==> config.mk <==
export PLATFORM = sky130hd
export DESIGN_NAME = eth_tx_scheduler
export DESIGN_NICKNAME = d
export VERILOG_FILES = /design/src/rtl/eth_tx_scheduler.sv
export SDC_FILE = /design/constraint.sdc
export NUM_CORES = 1
export LEC_CHECK = 0
export CORE_MARGIN = 4
export CORE_UTILIZATION = 41
export CTS_CLUSTER_DIAMETER = 200
export CTS_CLUSTER_SIZE = 8
export DETAILED_ROUTE_END_ITERATION = 8
export PLACE_DENSITY = 0.69
export SLEW_MARGIN = 20
export SYNTH_ARGS = -nofsm -noshare
export SYNTH_HDL_FRONTEND = slang
export SYNTH_SLANG_ARGS = --single-unit
==> constraint.sdc <==
create_clock -name clk -period 4.3 [get_ports clk]
set_input_delay 0.645 -clock clk [delete_from_list [all_inputs] [get_ports clk]]
set_output_delay 0.645 -clock clk [all_outputs]
set_load 0.03 [all_outputs]
==> src/rtl/eth_tx_scheduler.sv <==
// Ethernet transmit scheduler: arbitrates ARP requests and UDP launches from
// the upload FIFO, waits for frame completion and enforces inter-frame gaps.
module eth_tx_scheduler #(
  parameter int unsigned PKT_LEN      = 1280,
  parameter int unsigned FLUSH_CYCLES = 125000,
  parameter int unsigned IFG_CYCLES   = 32,
  parameter int unsigned ARP_HOLD     = 128,
  parameter int unsigned ARP_RETRY    = 12500000,
  parameter int unsigned ARP_REFRESH  = 1250000000,
  parameter int unsigned TX_TIMEOUT   = 65536
) (
  input  logic        clk,
  input  logic        rst_n,
  input  logic        en,
  input  logic        arp_valid,
  input  logic [12:0] upl_rdusedw,
  input  logic        send_finish,
  output logic        arp_req,
  output logic        tx_data_en,
  output logic [15:0] tx_data_len,
  output logic        busy,
  output logic [31:0] pkt_cnt,
  output logic        timeout_err
);

  localparam int unsigned GAP_MAX = (IFG_CYCLES > ARP_HOLD) ? IFG_CYCLES : ARP_HOLD;
  localparam int unsigned GW = $clog2(GAP_MAX + 1);
  localparam int unsigned FW = $clog2(FLUSH_CYCLES + 1);
  localparam int unsigned WW = (TX_TIMEOUT > 2) ? $clog2(TX_TIMEOUT) : 1;

  localparam logic [12:0] PKT_LEN13 = 13'(PKT_LEN);
  localparam logic [15:0] PKT_LEN16 = 16'(PKT_LEN);
  localparam logic [FW-1:0] FLUSH_MAX = FW'(FLUSH_CYCLES);
  localparam logic [GW-1:0] IFG_LAST = GW'(IFG_CYCLES - 1);
  localparam logic [GW-1:0] HOLD_LAST = GW'(ARP_HOLD - 1);
  // Expiry is taken on the edge where the watchdog reaches TX_TIMEOUT-1, so
  // timeout_err shows up exactly TX_TIMEOUT cycles after the start pulse.
  localparam logic [WW-1:0] WD_LAST = WW'(TX_TIMEOUT - 2);
  // Reload is two short of the period: one cycle for the IDLE decision and
  // one for the pulse itself, so pulse-to-pulse spacing equals the period.
  localparam logic [31:0] RETRY_LD = 32'(ARP_RETRY - 2);
  localparam logic [31:0] REFRESH_LD = 32'(ARP_REFRESH - 2);

  typedef enum logic [2:0] {
    IDLE, ARP_TX, ARP_GAP, UDP_START, UDP_WAIT, IFG
  } state_t;

  state_t          state, state_n;
  logic [31:0]     arp_tmr;
  logic [FW-1:0]   flush_cnt;
  logic [WW-1:0]   wd_cnt;
  logic [GW-1:0]   gap_cnt;
  logic            arp_valid_q;
  logic [15:0]     len_n;
  logic            tout_hit;

  // Next-state decision and the length to latch on a UDP launch.
  always_comb begin
    state_n  = state;
    len_n    = PKT_LEN16;
    tout_hit = 1'b0;
    case (state)
      IDLE: begin
        if (en) begin
          if (arp_tmr == 32'd0) begin
            state_n = ARP_TX;
          end else if (arp_valid && upl_rdusedw >= PKT_LEN13) begin
            state_n = UDP_START;
            len_n   = PKT_LEN16;
          end else if (arp_valid && upl_rdusedw != 13'd0 && flush_cnt == FLUSH_MAX) begin
            state_n = UDP_START;
            len_n   = {3'b000, upl_rdusedw};
          end
        end
      end
      ARP_TX:    state_n = ARP_GAP;
      ARP_GAP:   if (gap_cnt == HOLD_LAST) state_n = IDLE;
      UDP_START: state_n = UDP_WAIT;
      UDP_WAIT: begin
        if (send_finish) begin
          state_n = IFG;
        end else if (wd_cnt == WD_LAST) begin
          state_n  = IFG;
          tout_hit = 1'b1;
        end
      end
      IFG:       if (gap_cnt == IFG_LAST) state_n = IDLE;
      default:   state_n = IDLE;
    endcase
  end

  // State register and registered outputs, decoded from the next state.
  always_ff @(posedge clk) begin
    if (!rst_n) begin
      state       <= IDLE;
      arp_req     <= 1'b0;
      tx_data_en  <= 1'b0;
      busy        <= 1'b0;
      tx_data_len <= 16'd0;
      pkt_cnt     <= 32'd0;
      timeout_err <= 1'b0;
    end else begin
      state      <= state_n;
      arp_req    <= (state_n == ARP_TX);
      tx_data_en <= (state_n == UDP_START);
      busy       <= (state_n != IDLE);
      if (state == IDLE && state_n == UDP_START) tx_data_len <= len_n;
      if (state == UDP_WAIT && send_finish) pkt_cnt <= pkt_cnt + 32'd1;
      if (tout_hit) timeout_err <= 1'b1;
    end
  end

  // ARP timer: free-running down-count; a lost MAC forces an immediate request.
  always_ff @(posedge clk) begin
    if (!rst_n) begin
      arp_tmr     <= 32'd0;
      arp_valid_q <= 1'b0;
    end else begin
      arp_valid_q <= arp_valid;
      if (arp_valid_q && !arp_valid)  arp_tmr <= 32'd0;
      else if (state == ARP_TX)       arp_tmr <= arp_valid ? REFRESH_LD : RETRY_LD;
      else if (arp_tmr != 32'd0)      arp_tmr <= arp_tmr - 32'd1;
    end
  end

  // Flush counter: measures how long a short FIFO residue has sat idle.
  always_ff @(posedge clk) begin
    if (!rst_n) begin
      flush_cnt <= '0;
    end else if (upl_rdusedw == 13'd0 || state_n == UDP_START) begin
      flush_cnt <= '0;
    end else if (state == IDLE && upl_rdusedw < PKT_LEN13 && flush_cnt != FLUSH_MAX) begin
      flush_cnt <= flush_cnt + 1'b1;
    end
  end

  // Watchdog and gap counters; the gap counter restarts on every state change.
  always_ff @(posedge clk) begin
    if (!rst_n) begin
      wd_cnt  <= '0;
      gap_cnt <= '0;
    end else begin
      if (state == UDP_WAIT) wd_cnt <= wd_cnt + 1'b1;
      else                   wd_cnt <= '0;
      if (state_n != state)                      gap_cnt <= '0;
      else if (state == ARP_GAP || state == IFG) gap_cnt <= gap_cnt + 1'b1;
    end
  end

endmodule

==> results of run 1 <==
[layer usage]
layer,track usage,vias up,wire [um]
met4,0.0542,0,112
li1,-,2403,-
met1,0.202,2252,5810
met2,0.274,86,6180
met5,0,-,0
met3,0.0500,11,611
[area by class of cell]
| type | count | area [um2] | area share |
|---|---|---|---|
| clock buffer | 24 | 522 | 0.0738 |
| clock inverter | 5 | 55.1 | 0.00779 |
| inverter | 14 | 52.6 | 0.00743 |
| multi-input combinational | 489 | 3000 | 0.424 |
| sequential | 126 | 2520 | 0.357 |
| tap | 176 | 220 | 0.0312 |
| timing repair buffer | 71 | 698 | 0.0988 |
[flip-flops by register name, summed over array words and instances (netlist names)]
name         count
timeout_err      1
wd_cnt          16
pkt_cnt         32
tx_data_len     13
flush_cnt       17
arp_tmr         32
arp_valid_q      1
state            3
busy             1
arp_req          1
gap_cnt          8
tx_data_en       1
[power by group]
group,leakage (nW),internal (mW),switching (mW)
Sequential,1.02,1.30,0.133
Clock,0.282,0.890,0.484
Combinational,1.21,0.435,0.612
Total,2.51,2.62,1.23
[cell families (layout without fill, tap and decap cells)]
logic type / Yosys count / count (layout) / synth area share
XOR/XNOR: 92 / 92 / 0.142
multiplexers: 3 / 3 / 0.00529
other: 1 / 3 / 0.000661
adder cells (fa/ha/maj): 7 / 7 / 0.0154
AO/OA/AOI/OAI: 67 / 67 / 0.0752
flip-flops: 126 / 126 / 0.444
AND/OR/NAND/NOR: 317 / 317 / 0.289
buffers and inverters: 37 / 114 / 0.0287
[worst max-delay path: cells and delay by family (launching register included)]
family | cells | cell delay, ns
simple gates | 5 | 2.29
compound gates | 1 | 0.16
flops | 1 | 0.39
[worst paths after layout]
| check | endpoint | from | slack [ns] | cells past startpoint |
|---|---|---|---|---|
| max | flush_cnt[12] | flush_cnt[6] | 1.33 | 6 |
| min | wd_cnt[0] | wd_cnt[0] | 0.47 | 1 |
| min reg2reg | wd_cnt[0] | wd_cnt[0] | 0.47 | 1 |
| max reg2reg | flush_cnt[12] | flush_cnt[6] | 1.33 | 6 |
[Yosys cell counts, drive strengths merged (3+ instances only)]
library cell | instances | area share
xor2 | 56 | 0.086
mux2i | 3 | 0.0053
xnor2 | 36 | 0.056
nor2b | 4 | 0.0044
inv | 14 | 0.0093
nor4 | 20 | 0.026
a22oi | 9 | 0.012
nand3 | 35 | 0.032
nand4 | 25 | 0.028
and2 | 7 | 0.0077
a21oi | 26 | 0.023
and3 | 9 | 0.0099
and4 | 8 | 0.012
o21ai | 13 | 0.011
nor2 | 110 | 0.073
nor3 | 24 | 0.024
a21o | 3 | 0.0040
or3 | 8 | 0.0088
nor4b | 4 | 0.0062
buf | 7 | 0.0088
or4 | 6 | 0.0079
nand2 | 43 | 0.028
ha | 7 | 0.015
nand2b | 4 | 0.0044
dfxtp | 126 | 0.44
clkbuf | 16 | 0.011
==> out/metrics.yaml, run 1 <==
yosys_most_used_dff: "dfxtp_1"
dieWidth_um: 126
hold_buffers: 0
clock_path_buffers: 2
slowest_stage: "or4_1"
final_cell_mix: "126 x dfxtp_1, 110 x nor2_1, 66 x clkdlybuf4s50_1, 56 x xor2_1, 43 x nand2_1"
row_count: 42
cts_buffers: 17
drc: 0
grt_usage: 0.164
port_buffers: 66
die_y_um: 126
place_area_mm2: 0.00649
hpwl_um: 8890
postCtsSetupRepairBufs: 0
syn_area_per_cell_um2: 8.73
nFillCells: 1217
synth-seq-cells: 126
initialDrtViolationCount: 250
ys_types: 54
maxSlewHeadroom: 0.278
final_hold_viol_count: 0
critPathCaptureType: "register"
status: "complete, no violations"
critPathLaunchType: "register"
power_density_mw_per_mm2: 545
fin_skew_ns: 0.00437
wirelength_um: 12700
utilization: 0.528
via_per_inst: 5.25
place_ws_ns: 1.06
dieArea_mm2: 0.0158
gp_congestion: 0.800
tritoncts: "done"
path_max_fanout: 17
max_cap_viol_count: 0
drv_slew: 0
antenna_cells: 0
pin_count: 70
cts.clk_slew.worst_paths_ns: 0.05
slowest_delay_ns: 0.83
period_share: 0.690
clock_latency_ns: 0.41
fin_crit_ns: 2.97
min_path_type: "register to register"
synth_seq_area_share: 0.444
core-area_mm2: 0.0134
netlist_area_mm2: 0.00568
syn_to_final_growth_pct: 24.5
finalSetupTns_ns: 0
fin_ws_ns: 1.33
worstPathArrival_ns: 3.26
htree_levels: 4
yosys_warnings: 0
critPathKind: "register to register"
start_util: 0.424
ir_worst_vdd_mv: 0.285
netlist_instances: 650
grt-ovfl-total: 0
dp_cells: 876
antenna_found_initial: 0
cts_root_buffer: "clkbuf_16"
final_cells: 905
required_ns: 4.59
final_nets: 744
num_vias: 4752
fmax_ghz: 0.337
drive_gt1_frac: 0.0645
power.total_mw: 3.85
final_common_cell: "dfxtp_1"
setup-violations-final: 0
synth_edf_count: 0
route.detailed.wl_per_inst_um: 14.1
rsz0062_at_grt: "no"
grt_pass1_wl_um: 21800
grt_pass1_vias: 4712
timing.hold.ws_ns: 0.475
ys_async_sr_fraction: 0
path_cells: "or4bb_1 -> nor4_4 -> a21boi_1 -> or4_1 -> nand3_2 -> nor2_1"
clock_sinks: 126
worst-slew-pin-transition_ns: 1.07
grt_max_degree: 46
firstDrtPassIters: 5
p_leak_nw: 2.51
cts_resized: 0
design_area_mm2: 0.00707
ant_nets: 0
Power figures use the tool's default switching activity.
==> run 2: changes to the inputs <==
- PLACE_DENSITY: 0.69 -> 0.71
- clock period: 4.3 -> 2.4 ns (I/O delays scaled with it)
==> run 2 against run 1 <==
Clock power up 88%. First-iteration DRC count up 9.2%. Register-to-register slack worse by 1.3 ns. Routed wire length up 11%. Combinational power up 130%. Global-route usage up 1.9 points. Clock skew up 0.0020 ns. Sequential share of layout area down 2.1 points. Highest routed layer unchanged.
==> out/metrics.yaml, run 2 (synthesized netlist as in run 1, its figures left out) <==
status: "complete, no violations"
wirelength_um: 14100
critPathKind: "register to register"
path_max_fanout: 15
internal-power_mw: 5.13
clock_path_buffers: 2
start_util: 0.424
via_per_inst: 5.26
gp_congestion: 0.848
p_switching_mw: 2.40
setup-violations-final: 0
grt_usage: 0.183
initialDrtViolationCount: 273
firstDrtPassIters: 4
hpwl_um: 9850
ant_nets: 0
dp_cells: 922
route.detailed.wl_per_inst_um: 14.7
power_density_mw_per_mm2: 1000
antenna_found_initial: 0
final_hold_viol_count: 0
place_ws_ns: -0.0593
dieArea_mm2: 0.0158
cts_root_buffer: "clkbuf_16"
cts.clk_slew.worst_paths_ns: 0.05
required_ns: 2.70
tritoncts: "done"
highest_layer: "met4"
nFillCells: 1185
drv_slew: 0
grt_pass1_vias: 5171
fin_crit_ns: 2.40
comb_power_share: 0.318
p_leak_nw: 2.78
worstPathArrival_ns: 2.69
period_share: 0.999
swShare: 0.319
critPathLaunchType: "register"
wl_met3_um: 730
place_area_mm2: 0.00687
fin_skew_ns: 0.00638
port_buffers: 66
final_common_cell: "dfxtp_1"
die_y_um: 126
final_cell_mix: "124 x dfxtp_1, 110 x nor2_1, 66 x clkdlybuf4s50_1, 56 x xor2_1, 51 x buf_4"
syn_to_final_growth_pct: 32.5
pin_count: 70
max_cap_viol_count: 0
critPathCaptureType: "register"
maxSlewHeadroom: 0.614
wl_met2_um: 7010
reg_top3: "arp_tmr (32), pkt_cnt (32), flush_cnt (17)"
dieWidth_um: 126
final_nets: 791
met1_length_um: 6090
seq_power_share: 0.341
htree_levels: 4
clock_latency_ns: 0.41
worst-slew-pin-transition_ns: 0.577
rsz0062_at_grt: "yes"
core-area_mm2: 0.0134
min_path_type: "register to register"
grt_pass1_wl_um: 24000
drc: 0
utilization: 0.561
num_vias: 5022
grt_max_degree: 25
row_count: 42
drive_gt1_frac: 0.143
ir_worst_vdd_mv: 0.639
grt-ovfl-total: 0
antenna_cells: 0
clock_sinks: 126
fmax_ghz: 0.417
clkPwrFrac: 0.342
hold_buffers: 0
power.total_mw: 7.53
cts_buffers: 17
fin_ws_ns: 0.00297
final_cells: 954
design_area_mm2: 0.00752
## run 2: changes by cell type in the layout (fill, tap and decap cells not counted), moves of 2 or more
cell        change
buf_4          +46
a22oi_1         -7
a22oi_2         +7
nor4_1          -4
nor4_2          +4
clkbuf_1        +2
clkinv_2        +2
clkinvlp_4      -2
dfxtp_1         -2
dfxtp_2         +2
## run 2: area by class of cell
cell class	count	area, um2	area share
Multi-Input combinational cell	489	3080	0.409
Timing Repair Buffer	118	1050	0.140
Sequential cell	126	2520	0.336
Inverter	14	52.6	0.00698
Clock buffer	25	515	0.0685
Tap cell	176	220	0.0293
Clock inverter	6	80.1	0.0106
## run 2: worst paths after layout
check	slack, ns	to	startpoint	depth (start not counted)
worst min-delay path	0.48	wd_cnt[0]	wd_cnt[0]	1
worst max-delay path	0.003	tx_data_len[2]	flush_cnt[7]	7
worst min register to register	0.48	wd_cnt[0]	wd_cnt[0]	1
worst max register to register	0.003	tx_data_len[2]	flush_cnt[7]	7
## run 2: power groups by stage
stage	clock network [mW]	logic, mW	registers, mW
after floorplan	0	1.51	2.57
after global placement	0	2.24	2.56
after detailed placement	0	2.30	2.58
after CTS	2.61	2.35	2.54
after global routing	2.72	2.66	2.59
final	2.57	2.39	2.56
## run 2: per-layer routing
layer,vias to the layer above,GRT usage
met5,-,0
met4,0,0.0651
met3,25,0.0635
met2,104,0.311
met1,2387,0.213
li1,2506,-
## run 2: what timing repair did
item / in CTS / in global routing
gates cloned: 0 / 0
setup endpoints to repair: 5 / 40
buffers inserted: 0 / 1
resized for setup: 2 / 7
pin swaps: 0 / 1
endpoints found under the hold margin: 0 / 0
## run 2: metrics by stage
step	hold WS (ns)	setup TNS, ns
final	0.478	0
after floorplan	0.438	-0.383
after detailed placement	0.474	-0.152
after global routing	0.502	-1.06
after global placement	0.452	0
after CTS	0.489	0
## run 2: worst max-delay path: stages (launching register included)
cell and delay [ns]:
dfxtp_1 0.33, or4b_4 0.56, nor4_4 0.34, a21boi_2 0.10
or4_4 0.51, buf_6 0.18, a22oi_2 0.19, nor2_1 0.05
